[src/rtl/dmem_mmio.sv]
// Data memory with memory-mapped peripherals: word RAM, free-running timer,
// 4-entry output FIFO with sticky overflow, status register and LED register.
module dmem_mmio #(
  parameter int RAM_WORDS  = 64,
  parameter int FIFO_DEPTH = 4
) (
  input  logic        clk,
  input  logic        reset,
  input  logic        memwrite,
  input  logic [31:0] addr,
  input  logic [31:0] writedata,
  output logic [31:0] readdata,
  output logic [31:0] out_data,
  output logic        out_valid,
  input  logic        out_ready,
  output logic [7:0]  led
);

  localparam int AW = $clog2(RAM_WORDS);

  logic [31:0] ram_q  [RAM_WORDS];
  logic [31:0] fifo_q [FIFO_DEPTH];

  logic [31:0] timer_q, timer_d;
  logic [1:0]  wr_ptr_q, wr_ptr_d;
  logic [1:0]  rd_ptr_q, rd_ptr_d;
  logic [2:0]  count_q, count_d;
  logic        ovf_q, ovf_d;
  logic [7:0]  led_q, led_d;

  logic        is_ram, is_mmio;
  logic [15:0] off;
  logic        wr_ram, wr_timer, wr_fifo, wr_status, wr_led;
  logic        full, empty, pop, push_ok, push_drop;
  logic [AW-1:0] ram_idx;

  assign is_ram  = ~addr[31];
  assign is_mmio = (addr[31:16] == 16'hFFFF);
  assign off     = addr[15:0];
  assign ram_idx = addr[2 +: AW];

  assign wr_ram    = memwrite & is_ram;
  assign wr_timer  = memwrite & is_mmio & (off == 16'h0000);
  assign wr_fifo   = memwrite & is_mmio & (off == 16'h0004);
  assign wr_status = memwrite & is_mmio & (off == 16'h0008);
  assign wr_led    = memwrite & is_mmio & (off == 16'h000C);

  assign empty     = (count_q == 3'd0);
  assign full      = (count_q == 3'(FIFO_DEPTH));
  assign pop       = ~empty & out_ready;
  // A pop on the same edge frees the slot, so a push into a full FIFO still lands.
  assign push_ok   = wr_fifo & (~full | pop);
  assign push_drop = wr_fifo & full & ~pop;

  always_comb begin
    timer_d  = timer_q + 32'd1;
    wr_ptr_d = wr_ptr_q;
    rd_ptr_d = rd_ptr_q;
    count_d  = count_q + {2'b00, push_ok} - {2'b00, pop};
    ovf_d    = ovf_q;
    led_d    = led_q;
    if (wr_timer) timer_d = writedata;
    if (push_ok) wr_ptr_d = wr_ptr_q + 2'd1;
    if (pop) rd_ptr_d = rd_ptr_q + 2'd1;
    if (push_drop) ovf_d = 1'b1;
    else if (wr_status && writedata[2]) ovf_d = 1'b0;
    if (wr_led) led_d = writedata[7:0];
  end

  always_ff @(posedge clk or posedge reset) begin
    if (reset) begin
      timer_q  <= '0;
      wr_ptr_q <= '0;
      rd_ptr_q <= '0;
      count_q  <= '0;
      ovf_q    <= 1'b0;
      led_q    <= '0;
    end else begin
      timer_q  <= timer_d;
      wr_ptr_q <= wr_ptr_d;
      rd_ptr_q <= rd_ptr_d;
      count_q  <= count_d;
      ovf_q    <= ovf_d;
      led_q    <= led_d;
    end
  end

  // Storage arrays carry no reset; FIFO entries are meaningless while count is 0.
  always_ff @(posedge clk) begin
    if (wr_ram) ram_q[ram_idx] <= writedata;
    if (push_ok) fifo_q[wr_ptr_q] <= writedata;
  end

  always_comb begin
    readdata = 32'h0;
    if (is_ram) begin
      readdata = ram_q[ram_idx];
    end else if (is_mmio) begin
      case (off)
        16'h0000: readdata = timer_q;
        16'h0008: readdata = {26'b0, count_q, ovf_q, full, empty};
        16'h000C: readdata = {24'b0, led_q};
        default:  readdata = 32'h0;
      endcase
    end
  end

  assign out_data  = fifo_q[rd_ptr_q];
  assign out_valid = ~empty;
  assign led       = led_q;

endmodule

[config.mk]
export PLATFORM = sky130hd
export DESIGN_NAME = dmem_mmio
export DESIGN_NICKNAME = d
export VERILOG_FILES = /design/src/rtl/dmem_mmio.sv
export SDC_FILE = /design/constraint.sdc
export NUM_CORES = 2
export LEC_CHECK = 0
export ABC_AREA = 1
export BUFFER_PORTS_ARGS = -buffer_cell sky130_fd_sc_hd__buf_2
export CAP_MARGIN = 10
export CORE_UTILIZATION = 30
export CTS_BUF_LIST = sky130_fd_sc_hd__clkbuf_4
export CTS_CLUSTER_SIZE = 28
export DETAILED_ROUTE_END_ITERATION = 10
export PLACE_DENSITY = 0.53
export SETUP_SLACK_MARGIN = 0.5
export SYNTH_ARGS = -nofsm -noshare
export SYNTH_HDL_FRONTEND = slang
export SYNTH_SLANG_ARGS = --single-unit
export TNS_END_PERCENT = 10
[constraint.sdc]
create_clock -name clk -period 4.74 [get_ports clk]
set_clock_uncertainty 0.1 [all_clocks]
set_input_delay 0.237 -clock clk [delete_from_list [all_inputs] [get_ports clk]]
set_output_delay 0.237 -clock clk [all_outputs]
set_load 0.1 [all_outputs]
==> flow_summary.rst <==
.. list-table::
   :header-rows: 1

   * - Metric
     - Value
   * - Outcome
     - finished clean
   * - Top_reg_cell synth
     - edfxtp_1
   * - Number of instances on the worst hold path
     - 9
   * - Boundary pin count
     - 141
   * - Die X-Extent
     - 550.0 µm
   * - FMAX
     - 232.7 MHz
   * - CTS buffer count
     - 607
   * - Area share of the largest cell type after synthesis
     - 72.53%
   * - Least setup slack across all paths after layout
     - 0.4421 ns
   * - Initial cell density of the core
     - 30.26%
   * - Arrival time reported for the critical path endpoint
     - 3.96 ns
   * - Largest fanout on the critical path
     - 19
   * - Global route total overflow
     - 0
   * - Worst Tran Pin Value
     - 1.112 ns
   * - Yosys top cell by area
     - edfxtp_1
   * - Flop-to-flop setup slack
     - 2.30 ns
   * - Critical path class
     - in2out
   * - Setup crit end kind
     - output port
   * - Via count of the first global-routing pass
     - 61560
   * - Maximum number of pins on one net before global-route repair
     - 136
   * - Cell count of the worst reg-to-reg path
     - 11
   * - Initial DRC Count
     - 7015
   * - Worst-case hold path end point
     - timer_q[0]
   * - Crit Reg-Reg Startpoint
     - timer_q[0]
   * - Routed Wire Length
     - 301300 µm
   * - Net count of the mapped netlist
     - 7881
   * - Unrepaired setup endpoints after global routing
     - yes
   * - Wire length of the first global-routing pass
     - 432600 µm
   * - Count of unique library cells instantiated by Yosys
     - 38
   * - Antenna-violating nets left
     - 0
   * - Number of fillers in the final layout
     - 29360
   * - Number of setup violations in the final report
     - 0
   * - Height of the die
     - 550.0 µm
   * - Estimated wirelength of the detail-placed design
     - 169300 µm
   * - Clock tree root driver cell
     - clkbuf_4
   * - Last weighted congestion value of the routability-driven placer
     - 0.8577
   * - Clk buf depth
     - 4
   * - Area growth from synthesis to layout
     - 18.08%
   * - Clock latency at the later pin of the worst-skew pair
     - 1.44 ns
   * - Post-synth design cell area
     - 90100 µm²
   * - Minimum period implied by the final worst setup slack
     - 4.298 ns
   * - Multi-input combinational cell area
     - 21330 µm²
   * - Count of H-tree levels built during CTS
     - 6
   * - Total Neg Setup Slack
     - 0 ns
   * - Type of the worst min-delay path
     - in2reg
   * - Yosys Warn Count
     - 0
   * - Number of vias in the routed layout
     - 63630
   * - Number of clock sinks seen by CTS
     - 2224
   * - Count of flip-flops with a built-in enable after synthesis
     - 2176
   * - Flip-flop and latch count after synthesis
     - 2224
   * - Post-synthesis sequential area ratio
     - 73.86%
   * - Headroom to the max-slew limit
     - 25.62%
   * - DRC viols
     - 0
   * - Terminus of the critical flop-to-flop path
     - timer_q[20]
   * - Number of instances in the synthesized netlist
     - 7806
   * - Static power due to leakage
     - 39.69 nW
   * - Detail-routed net length per standard cell
     - 23.43 µm
   * - Area inside the core boundary
     - 297800 µm²
   * - Data required time of the worst path
     - 4.40 ns
   * - Number of nets in the finished design
     - 8602
   * - Clock transition at the registers of the reported paths
     - 0.06 ns
   * - Share of synthesized registers carrying an async set or reset
     - 2.158%
   * - TritonCTS clock tree
     - built
   * - Number of max-capacitance violations reported
     - 0
   * - IR drop worst, VDD
     - 0.3541 mV
   * - Seq. cell area
     - 66550 µm²
   * - Worst hold-check slack
     - 0.02565 ns
   * - Cell Pwr Density
     - 413.1 nW/µm²
   * - HP Start
     - addr[8]
   * - Die ar.
     - 302500 µm²
   * - Number of setup buffers added after CTS
     - 0
   * - Most area-consuming cells after synthesis
     - edfxtp_1, nand2_1, nand3_1
   * - Row count
     - 200
   * - Antenna violations before repair
     - 15
   * - Synthesized area divided by synthesized cell count
     - 11.54 µm²
   * - First drt pass iteration count
     - 6
   * - Post-route clock period utilization
     - 90.67%
   * - Max-slew violation count
     - 0
   * - Number of buffer cells added on primary ports
     - 140
   * - Startpoint type of the worst setup path
     - primary input
   * - Number of vias per cell after detailed routing
     - 4.947
   * - Count of final hold-check violations
     - 0
   * - Overall routing resource usage
     - 19.60%
   * - Setup slack after placement
     - 0.8915 ns
   * - Fraction of layout cells with a size suffix above 1
     - 16.03%
## critical path, cell delays in order
cell	delay, ns
dlygate4sd3_1	0.59
buf_2	0.17
nor2_2	0.40
nand2_1	0.22
inv_2	0.43
nand4_2	0.21
inv_1	0.80
buf_4	0.33
nand3_1	0.08
nand2_1	0.24
buf_12	0.22
## synth_stat cells, drive strengths merged (2+ instances only)
library cell     n
a21oi          167
a22oi            4
buf            270
clkbuf         147
clkinv           2
dfrtp           48
edfxtp        2176
ha               6
inv            201
nand2         3465
nand3          591
nand3b           4
nand4          251
nor2           270
nor3            14
nor4             4
o211ai           3
o21ai          115
o22ai           32
xnor2           13
xor2            19
## flip-flops by register name, summed over array words and instances (netlist names)
name	count
ram_q	2048
fifo_q	128
timer_q	32
led	8
count_q	3
rd_ptr_q	2
wr_ptr_q	2
ovf_q	1
## power by group
part | internal [mW] | leakage (nW) | total [mW] | switching [mW]
logic | 1.05 | 15.1 | 5.32 | 4.27
clock network | 9.08 | 4.45 | 16.9 | 7.84
registers | 21.7 | 20.2 | 21.7 | 0.0360
## repair_timing
action	in CTS	in global routing
hold endpoints to repair	3168	19
hold buffers	140	2
endpoints found under the setup margin	3	23
resized for setup	1	1
cloned	0	0
## per-layer routing
metal	up-vias	routed length [µm]	GRT usage, %
met5	-	28	0
met2	2856	139600	31.33
li1	28660	-	-
met4	4	9438	7.082
met1	31620	129200	26.64
met3	495	23050	3.504
## final cells by class
type,instances,area share (%)
antenna,12,0.02823
clock buffer,908,6.407
clock inverter,85,0.5198
inverter,203,0.7492
multi-input combinational,4962,20.05
sequential,2224,62.55
tap,3939,4.633
timing repair buffer,529,5.064
## cell families (layout without fill, tap and decap cells)
kind of cell / Yosys count / in the layout / synth area share (%)
xor+xnor: 32 / 32 / 0.3111
fa+ha+maj: 7 / 7 / 0.1055
other cells: 0 / 12 / 0
compound gates: 324 / 324 / 1.872
flops: 2224 / 2224 / 73.86
simple gates: 4599 / 4599 / 20.80
buf+inv: 620 / 1725 / 3.050
## worst max path at each step
stage | from | cells after the start | slack (ns) | to
5_1_grt | addr[10] | 12 | 0.30 | readdata[28]
4_1_cts | ram_q[48][29] | 11 | 0.42 | readdata[29]
6_report | addr[7] | 11 | 0.44 | readdata[25]
2_1_floorplan | addr[4] | 7 | 1.56 | ram_q[12][0]
3_5_place_dp | addr[3] | 8 | 0.89 | ram_q[18][31]
3_3_place_gp | addr[7] | 8 | 0.94 | ram_q[9][15]
## through the flow
stage / util [%] / area [µm²] / total power [mW] / instances
2_1_floorplan: - / 90100 / 25.42 / 7806
3_3_place_gp: 32.71 / 97400 / 27.29 / 11710
6_report: 35.73 / 106400 / 43.95 / 12860
5_1_grt: 35.72 / 106400 / 45.57 / 12860
4_1_cts: 35.70 / 106300 / 44.29 / 12850
3_5_place_dp: 32.71 / 97420 / 27.32 / 11720
## placed cells by master (no fill, tap or decap), types with 13 or more instances in the layout
master and instances:
clkinv_1 61, xnor2_1 13, nand4_1 250, a21oi_1 167, o21ai_0 104, o22ai_1 32, nor2_1 194, buf_4 190
xor2_1 19, dfrtp_1 47, edfxtp_1 2176, nor2_4 71, nand2_1 3462, inv_1 192, buf_12 102, buf_2 102
nand3_1 589, dlygate4sd3_1 128, clkbuf_4 908
No activity file was read; power rests on OpenSTA's default activity.
